`src/rtl/pulse_stretcher_if.sv`:
```
// Trigger/config/status bundle between event logic and the pulse stretcher.
// The master side drives triggers and configuration; the slave side returns pulses and status.
interface pulse_stretcher_if #(
  parameter int unsigned CHANNELS   = 8,
  parameter int unsigned CNTR_WIDTH = 16,
  parameter int unsigned MISS_WIDTH = 32
);
  logic [CHANNELS-1:0]   din;
  logic [CHANNELS-1:0]   cfg_mask;
  logic [CNTR_WIDTH-1:0] cfg_width;
  logic [CNTR_WIDTH-1:0] cfg_holdoff;
  logic                  clr_missed;
  logic [CHANNELS-1:0]   dout;
  logic [CHANNELS-1:0]   busy;
  logic [MISS_WIDTH-1:0] sts_missed;

  modport master (
    output din, cfg_mask, cfg_width, cfg_holdoff, clr_missed,
    input  dout, busy, sts_missed
  );

  modport slave (
    input  din, cfg_mask, cfg_width, cfg_holdoff, clr_missed,
    output dout, busy, sts_missed
  );
endinterface

```
`src/rtl/pulse_stretcher.sv`:
```
// Multi-channel output pulse generator: each accepted trigger yields a registered pulse of
// programmable width followed by a hold-off; triggers arriving while busy are counted as missed.
module pulse_stretcher #(
  parameter int unsigned CHANNELS   = 8,
  parameter int unsigned CNTR_WIDTH = 16,
  parameter int unsigned MISS_WIDTH = 32
) (
  input logic              aclk,
  input logic              areset,
  pulse_stretcher_if.slave bus
);

  typedef enum logic [1:0] {StIdle, StHigh, StHold} state_e;

  localparam logic [CNTR_WIDTH-1:0] CntZero = '0;
  localparam logic [CNTR_WIDTH-1:0] CntOne  = CNTR_WIDTH'(1);
  localparam int unsigned           PopW    = $clog2(CHANNELS + 1);
  localparam int unsigned           SumW    = ((MISS_WIDTH > PopW) ? MISS_WIDTH : PopW) + 1;
  localparam logic [MISS_WIDTH-1:0] MissMax = '1;

  logic [CHANNELS-1:0] pulse_vec;
  logic [CHANNELS-1:0] active_vec;
  logic [CHANNELS-1:0] miss_vec;

  for (genvar g = 0; g < CHANNELS; g++) begin : g_chan
    state_e                state_q;
    logic [CNTR_WIDTH-1:0] cnt_q;
    logic [CNTR_WIDTH-1:0] hold_q;
    logic                  pulse_q;
    logic                  active_q;
    logic                  trig;

    assign trig = bus.din[g] & bus.cfg_mask[g];

    // Width goes straight into the down-counter; hold-off is parked until the high phase ends.
    always_ff @(posedge aclk or posedge areset) begin
      if (areset) begin
        state_q  <= StIdle;
        cnt_q    <= '0;
        hold_q   <= '0;
        pulse_q  <= 1'b0;
        active_q <= 1'b0;
      end else begin
        unique case (state_q)
          StIdle: begin
            if (trig) begin
              hold_q <= bus.cfg_holdoff;
              if (bus.cfg_width != CntZero) begin
                state_q  <= StHigh;
                cnt_q    <= bus.cfg_width - CntOne;
                pulse_q  <= 1'b1;
                active_q <= 1'b1;
              end else if (bus.cfg_holdoff != CntZero) begin
                state_q  <= StHold;
                cnt_q    <= bus.cfg_holdoff - CntOne;
                active_q <= 1'b1;
              end
            end
          end
          StHigh: begin
            if (cnt_q != CntZero) begin
              cnt_q <= cnt_q - CntOne;
            end else begin
              pulse_q <= 1'b0;
              if (hold_q != CntZero) begin
                state_q <= StHold;
                cnt_q   <= hold_q - CntOne;
              end else begin
                state_q  <= StIdle;
                active_q <= 1'b0;
              end
            end
          end
          StHold: begin
            if (cnt_q != CntZero) begin
              cnt_q <= cnt_q - CntOne;
            end else begin
              state_q  <= StIdle;
              active_q <= 1'b0;
            end
          end
          default: begin
            state_q  <= StIdle;
            pulse_q  <= 1'b0;
            active_q <= 1'b0;
          end
        endcase
      end
    end

    assign pulse_vec[g]  = pulse_q;
    assign active_vec[g] = active_q;
    assign miss_vec[g]   = trig & (state_q != StIdle);
  end

  logic [PopW-1:0]       miss_cnt;
  logic [SumW-1:0]       miss_sum;
  logic [MISS_WIDTH-1:0] missed_d;
  logic [MISS_WIDTH-1:0] missed_q;

  // Sum is one bit wider than either operand so a multi-channel add cannot wrap before saturating.
  always_comb begin
    miss_cnt = '0;
    for (int unsigned i = 0; i < CHANNELS; i++) begin
      miss_cnt = miss_cnt + PopW'(miss_vec[i]);
    end
    miss_sum = SumW'(missed_q) + SumW'(miss_cnt);
    if (bus.clr_missed) begin
      missed_d = '0;
    end else if (miss_sum > SumW'(MissMax)) begin
      missed_d = MissMax;
    end else begin
      missed_d = MISS_WIDTH'(miss_sum);
    end
  end

  always_ff @(posedge aclk or posedge areset) begin
    if (areset) begin
      missed_q <= '0;
    end else begin
      missed_q <= missed_d;
    end
  end

  assign bus.dout       = pulse_vec;
  assign bus.busy       = active_vec;
  assign bus.sts_missed = missed_q;

endmodule

```
`src/flat_wrapper.sv`:
```
// flat-port wrapper written by rule: the top's interface ports become plain ports
module pulse_stretcher_flat 
#(
  parameter int unsigned CHANNELS   = 8,
  parameter int unsigned CNTR_WIDTH = 16,
  parameter int unsigned MISS_WIDTH = 32
)
  (aclk, areset, bus_din, bus_cfg_mask, bus_cfg_width, bus_cfg_holdoff, bus_clr_missed, bus_dout, bus_busy, bus_sts_missed);
  pulse_stretcher_if #(.CHANNELS(CHANNELS), .CNTR_WIDTH(CNTR_WIDTH), .MISS_WIDTH(MISS_WIDTH)) bus_i ();
  input logic aclk;
  input logic areset;
  input wire logic [$bits(bus_i.din)-1:0] bus_din;
  input wire logic [$bits(bus_i.cfg_mask)-1:0] bus_cfg_mask;
  input wire logic [$bits(bus_i.cfg_width)-1:0] bus_cfg_width;
  input wire logic [$bits(bus_i.cfg_holdoff)-1:0] bus_cfg_holdoff;
  input wire logic [$bits(bus_i.clr_missed)-1:0] bus_clr_missed;
  output wire logic [$bits(bus_i.dout)-1:0] bus_dout;
  output wire logic [$bits(bus_i.busy)-1:0] bus_busy;
  output wire logic [$bits(bus_i.sts_missed)-1:0] bus_sts_missed;
  assign bus_i.din = bus_din;
  assign bus_i.cfg_mask = bus_cfg_mask;
  assign bus_i.cfg_width = bus_cfg_width;
  assign bus_i.cfg_holdoff = bus_cfg_holdoff;
  assign bus_i.clr_missed = bus_clr_missed;
  assign bus_dout = bus_i.dout;
  assign bus_busy = bus_i.busy;
  assign bus_sts_missed = bus_i.sts_missed;
  pulse_stretcher #(.CHANNELS(CHANNELS), .CNTR_WIDTH(CNTR_WIDTH), .MISS_WIDTH(MISS_WIDTH)) u_core (.aclk(aclk), .areset(areset), .bus(bus_i));
endmodule
```
`config.mk`:
```
export PLATFORM = sky130hd
export DESIGN_NAME = pulse_stretcher_flat
export DESIGN_NICKNAME = d
export VERILOG_FILES = /design/src/rtl/pulse_stretcher_if.sv /design/src/rtl/pulse_stretcher.sv /design/src/flat_wrapper.sv
export SDC_FILE = /design/constraint.sdc
export NUM_CORES = 1
export LEC_CHECK = 0
export ABC_AREA = 1
export CORE_ASPECT_RATIO = 1.75
export CORE_MARGIN = 2
export CORE_UTILIZATION = 35
export DETAILED_ROUTE_END_ITERATION = 10
export GPL_TIMING_DRIVEN = 0
export PLACE_DENSITY = 0.56
export SLEW_MARGIN = 25
export SYNTH_ARGS = -nofsm -noshare
export SYNTH_HDL_FRONTEND = slang
export SYNTH_SLANG_ARGS = --single-unit
```
`constraint.sdc`:
```
create_clock -name aclk -period 30.1 [get_ports aclk]
set_clock_uncertainty 0.1 [all_clocks]
set_input_delay 6.02 -clock aclk [delete_from_list [all_inputs] [get_ports aclk]]
set_output_delay 6.02 -clock aclk [all_outputs]
set_load 0.01 [all_outputs]
```
* Word-level counts from Yosys, hierarchy flattened *
Cells that the tools add are included.

storage, ports and cells
  register bits = 320
  input bits = 51
  output and inout bits = 48

cells by class
  eq/ne operators = 80
  $lt $le $gt $ge = 1
  reduce and logical (&&, ||, !) cells = 82
  mux-type cells = 145
  add/subtract/negate cells = 26
  bitwise gates (word level) = 24

operators by type and width
  cell                                                                               count
  16-bit 2-to-1 mux                                                                  34
  16-bit one-hot mux with 3 select lines                                             8
  16-bit nonzero test                                                                18
  16-bit by 1-bit subtractor with 16-bit output, second input constant               18
  5-bit AND reduction                                                                16
  2-bit 2-to-1 mux                                                                   34
  32-bit 2-to-1 mux                                                                  2
  4-bit AND reduction                                                                16
  2-bit by 1-bit inequality test with 1-bit output, second input constant            24
  2-bit inequality test, second input constant                                       24
  3-bit by 1-bit inequality test with 1-bit output, second input constant            16
  1-bit one-hot mux with 3 select lines                                              16
  2-bit one-hot mux with 3 select lines                                              8
  1-bit 2-to-1 mux                                                                   43
  32-bit by 4-bit adder with 33-bit output                                           1
  33-bit by 32-bit greater-than comparator with 1-bit output, second input constant  1
  4-bit by 1-bit adder with 4-bit output                                             6
  3-bit nonzero test                                                                 8
  1-bit AND                                                                          16
  2-bit by 1-bit equality test with 1-bit output, second input constant              8
  2-bit equality test, second input constant                                         8
  2-bit zero test                                                                    8
  2-bit AND reduction                                                                8
  2-bit nonzero test                                                                 8
  2 further kinds                                                                    9

* Longest topological paths before layout *
  word-level depth = 13
  gate-level depth with buffers = 26
  mapped depth without buffers = 25

* Least setup slack after synthesis *
No wires, ideal clock.

  kind = input -> register
  start point = in bus_din[0]
  end point = reg u_core.missed_q[30] (netlist: u_core.bus.sts_missed[30])
  data required time = 29.864 ns
  library setup time = 0.136 ns
  arrival time = 9.798 ns
  buffers on the path = 0
  path slack = 20.066 ns
  cell stages on the path = 21
  cells stage by stage = nand2_1 -> nor2_1 -> ha_1 -> inv_1 -> fa_1 -> fa_1 -> inv_1 -> fa_1 -> inv_1 -> fa_1 -> inv_1 -> fa_1 -> nand3_1 -> nand2_1 -> nand2_1 -> nor2_1 -> nand2_1 -> nor4_1 -> nand2_1 -> xor2_1 -> a21oi_1

on the way
  longest elaborated chain between the ends = 13

RTL lines
  item                                                        line                    RTL
  start, declared                                             flat_wrapper.sv:12      input wire logic [$bits(bus_i.din)-1:0] bus_din;
  1-bit AND (*)                                               pulse_stretcher.sv:33   assign trig = bus.din[g] & bus.cfg_mask[g];
  1-bit AND (*)                                               pulse_stretcher.sv:93   assign miss_vec[g] = trig & (state_q != StIdle);
  1-bit by 1-bit adder with 2-bit output (*)                  pulse_stretcher.sv:105  miss_cnt = miss_cnt + PopW'(miss_vec[i]);
  4-bit by 1-bit adder with 4-bit output (*) (6 in a row)     pulse_stretcher.sv:105
  32-bit by 4-bit adder with 33-bit output (*)                pulse_stretcher.sv:107  miss_sum = SumW'(missed_q) + SumW'(miss_cnt);
  33-bit by 32-bit greater-than comparator with 1-bit output  pulse_stretcher.sv:110  end else if (miss_sum > SumW'(MissMax)) begin
  32-bit 2-to-1 mux (*)                                       pulse_stretcher.sv:110
  32-bit 2-to-1 mux (*)                                       pulse_stretcher.sv:108  if (bus.clr_missed) begin
  via u_core.missed_d[30]                                     pulse_stretcher.sv:98   logic [MISS_WIDTH-1:0] missed_d;
  end signal, assigned                                        pulse_stretcher.sv:121  missed_q <= missed_d;
  end, declared                                               pulse_stretcher.sv:99   logic [MISS_WIDTH-1:0] missed_q;

Mark *: on every way through the listed nets, which the timed path passes. The rest lies on a longest branch.
A chain may end at the register's enable or synchronous reset.

* Worst setup path in the final report *
Same ends and word-level chain as after synthesis.

==> flow_summary_export.csv <==
group,metric,value,unit
yosys,yosysWarnings,0,
power_and_ir_drop,vdd_drop_max,0.0358,mV
place,dpl_cell_area,24800,um^2
finish,diodes,0,
floorplan,pin_count,99,
finish,final_cell_count_no_fill,4211,
clocking,cts_tree,"built",
clocking,clkSlewWorstSetupHoldPaths,70,ps
grt,grt_overflow,0,
sta,tns,0,ps
grt,grt_first_pass_wirelength,129000,um
clocking,clockRootBuffer,"clkbuf_16",
power_and_ir_drop,power.density,65.3,nW/um^2
sta,rsz0062_at_grt,"false",
route,wire_per_inst,20.3,um
yosys,yosysSeqAreaShare,35.4,%
clocking,clkLatencyLatePin,560,ps
yosys,async_flop_share,100,%
sta,hold_viol,0,
grt,antenna_found_initial,3,
grt,grt_max_degree,84,
worst_setup_path,worstPathArrival,11470,ps
yosys,synth.avg_cell_area,7.00,um^2
clocking,postCtsSetupRepairBufs,0,
route,route.vias.total,22400,
place,dp_hpwl,64200,um
sta,finalSetupViolations,0,
sta,post-route-period-util,37.1,%
grt,grt_usage,25.5,%
floorplan,core,64200,um^2
floorplan,die_y,340,um
grt,grt_pass1_vias,22300,
floorplan,die-area,66800,um^2
clocking,cts_buffers,35,
place,io_buffers,97,
yosys,yosysTopAreaCellShare,35.4,%
clocking,cts_max_level,2,
sta,hold_slack,383,ps
floorplan,initial_utilization,35.3,%
worst_setup_path,startpoint_type,"input pin",
power_and_ir_drop,leakage,0.0122,uW
yosys,ys_types,58,
clocking,holdBufCountCts,0,
worst_setup_path,end_kind,"register",
clocking,cts_sinks,320,
yosys,yosys-top-cells-area,"dfrtp_1 (35%), nand2_1 (12%), o21ai_0 (7.0%)",
place,gp_congestion,0.963,
worst_setup_path,crit_type,"input pin to register",
yosys,synth_seq_cells,320,
floorplan,fp-row-count,123,
clocking,cts_resized,0,
yosys,syn_area,22600,um^2
yosys,synth_edf_count,0,
sta,maxSlewHeadroom,23.6,%
yosys,synth_most_common_cell,"nand2_1",
sta,period_needed,11150,ps
sta,tightest_slew,1140,ps
yosys,ys.flop_type,"dfrtp_1",
finish,area_delta_synth_final,14.6,%
route,wirelength,85300,um
route,drt_iter0_markers,1856,
yosys,synth_commonest_cells,"nand2_1 (715), nor2_1 (414), inv_1 (356)",
clocking,clk_path_buf_depth,3,
worst_setup_path,critPathRequiredTime,30420,ps
outcome,outcome,"finished clean",
power_and_ir_drop,power.total,1690,uW
hold_path,hold_path.class,"register to register",
yosys,synth.largest_area_cell,"dfrtp_1",
flow_run,drv_cap,0,
route,drcViolationCount,0,
finish,layout.nets,3491,
floorplan,die_w,196,um
route,vias_per_cell,5.32,
yosys,syn_nets,3351,
finish,post-route-cell-area,25900,um^2
yosys,synthCells,3233,
sta,max_freq,89.7,MHz
route,ant_nets,0,
worst_setup_path,crit_fanout,3,
route,firstDrtPassIters,6,
finish,drive_gt1_share,6.21,%
place,dpl.cell_count,4148,
sta,slew_violations,0,
==> layout make-up <==
cell class | count | area, um^2
clock buffers | 50 | 1020
plain buffers | 102 | 541
multi-input cells | 2438 | 12700
fillers | 6756 | 38200
clock inverters | 13 | 160
inverters | 373 | 1410
repair buffers | 103 | 1100
well taps | 812 | 1020
flip-flops and latches | 320 | 8010
==> report_power, final <==
part | internal, uW | total (uW) | switching, uW
Sequential | 508 | 594 | 86.3
Combinational | 223 | 638 | 415
Clock | 265 | 461 | 197
Total | 996 | 1690 | 698
==> sequential cells by signal (all words and copies together), names as in the netlist <==
| name | flops |
|---|---|
| u_core.g_chan.cnt_q | 128 |
| u_core.g_chan.hold_q | 128 |
| u_core.bus.sts_missed | 32 |
| u_core.g_chan.state_q | 16 |
| u_core.g_chan.active_q | 8 |
| u_core.g_chan.pulse_q | 8 |
==> worst paths after layout <==
path | from | to | slack, ps | depth (start not counted)
max in group asynchronous | areset | u_core.g_chan[2].cnt_q[6]$_DFFE_PP0P_ | 22740 | 5
hold reg to reg | u_core.g_chan[2].pulse_q$_DFFE_PP0P_ | u_core.g_chan[2].pulse_q$_DFFE_PP0P_ | 380 | 2
hold / removal | u_core.g_chan[2].pulse_q$_DFFE_PP0P_ | u_core.g_chan[2].pulse_q$_DFFE_PP0P_ | 380 | 2
setup reg to reg | u_core.g_chan[0].state_q[0]$_DFFE_PP0P_ | u_core.bus.sts_missed[30]$_DFF_PP0_ | 24210 | 22
min in group asynchronous | areset | u_core.g_chan[7].cnt_q[5]$_DFFE_PP0P_ | 5740 | 2
setup / recovery | bus_din[0] | u_core.bus.sts_missed[30]$_DFF_PP0_ | 18950 | 22
==> kinds of logic (layout without fill, tap and decap cells) <==
| logic type | after synthesis | after routing | synth area share, % |
|---|---|---|---|
| compound gates | 609 | 609 | 15.1 |
| buf+inv | 475 | 641 | 8.58 |
| xor+xnor | 158 | 158 | 6.11 |
| simple gates | 1604 | 1604 | 31.0 |
| fa+ha+maj | 67 | 67 | 3.87 |
| flops | 320 | 320 | 35.4 |
==> routing by layer <==
layer / share of wire, % / vias to the layer above / GRT usage, %
li1: - / 10900 / -
met1: 38 / 10600 / 27.9
met2: 50 / 653 / 46.0
met3: 4.4 / 236 / 3.00
met4: 7.4 / 6 / 16.8
met5: 0.054 / - / 0
==> metrics by stage <==
step | util, % | setup WS (ps)
6_report | 40.4 | 18950
2_1_floorplan | - | 15120
3_3_place_gp | 38.4 | 10200
4_1_cts | 40.4 | 18890
3_5_place_dp | 38.6 | 18310
5_1_grt | 40.4 | 18690
==> critical path, cell delays in order <==
cell and delay (ps):
clkdlybuf4s50_1 480, nand2_1 70, nor2_1 450, ha_1 340
inv_1 140, fa_1 450, fa_1 550, inv_1 50
fa_1 430, inv_1 80, fa_1 400, inv_1 110
fa_1 230, nand3_1 120, nand2_1 110, nand2_1 90
nor2_1 220, nand2_1 190, nor4_1 550, nand2_1 160
xor2_1 170, a21oi_1 80
==> cells in the final DEF (no fill, tap or decap), drive strengths merged, types with 62 or more instances in the layout <==
| cell | n |
|---|---|
| nand2 | 742 |
| ha | 62 |
| nor2 | 435 |
| a21oi | 119 |
| xor2 | 110 |
| inv | 370 |
| clkbuf | 102 |
| nand3 | 257 |
| dfrtp | 320 |
| nor3 | 66 |
| o21ai | 358 |
| clkdlybuf4s50 | 97 |
Power figures use the tool's default switching activity.
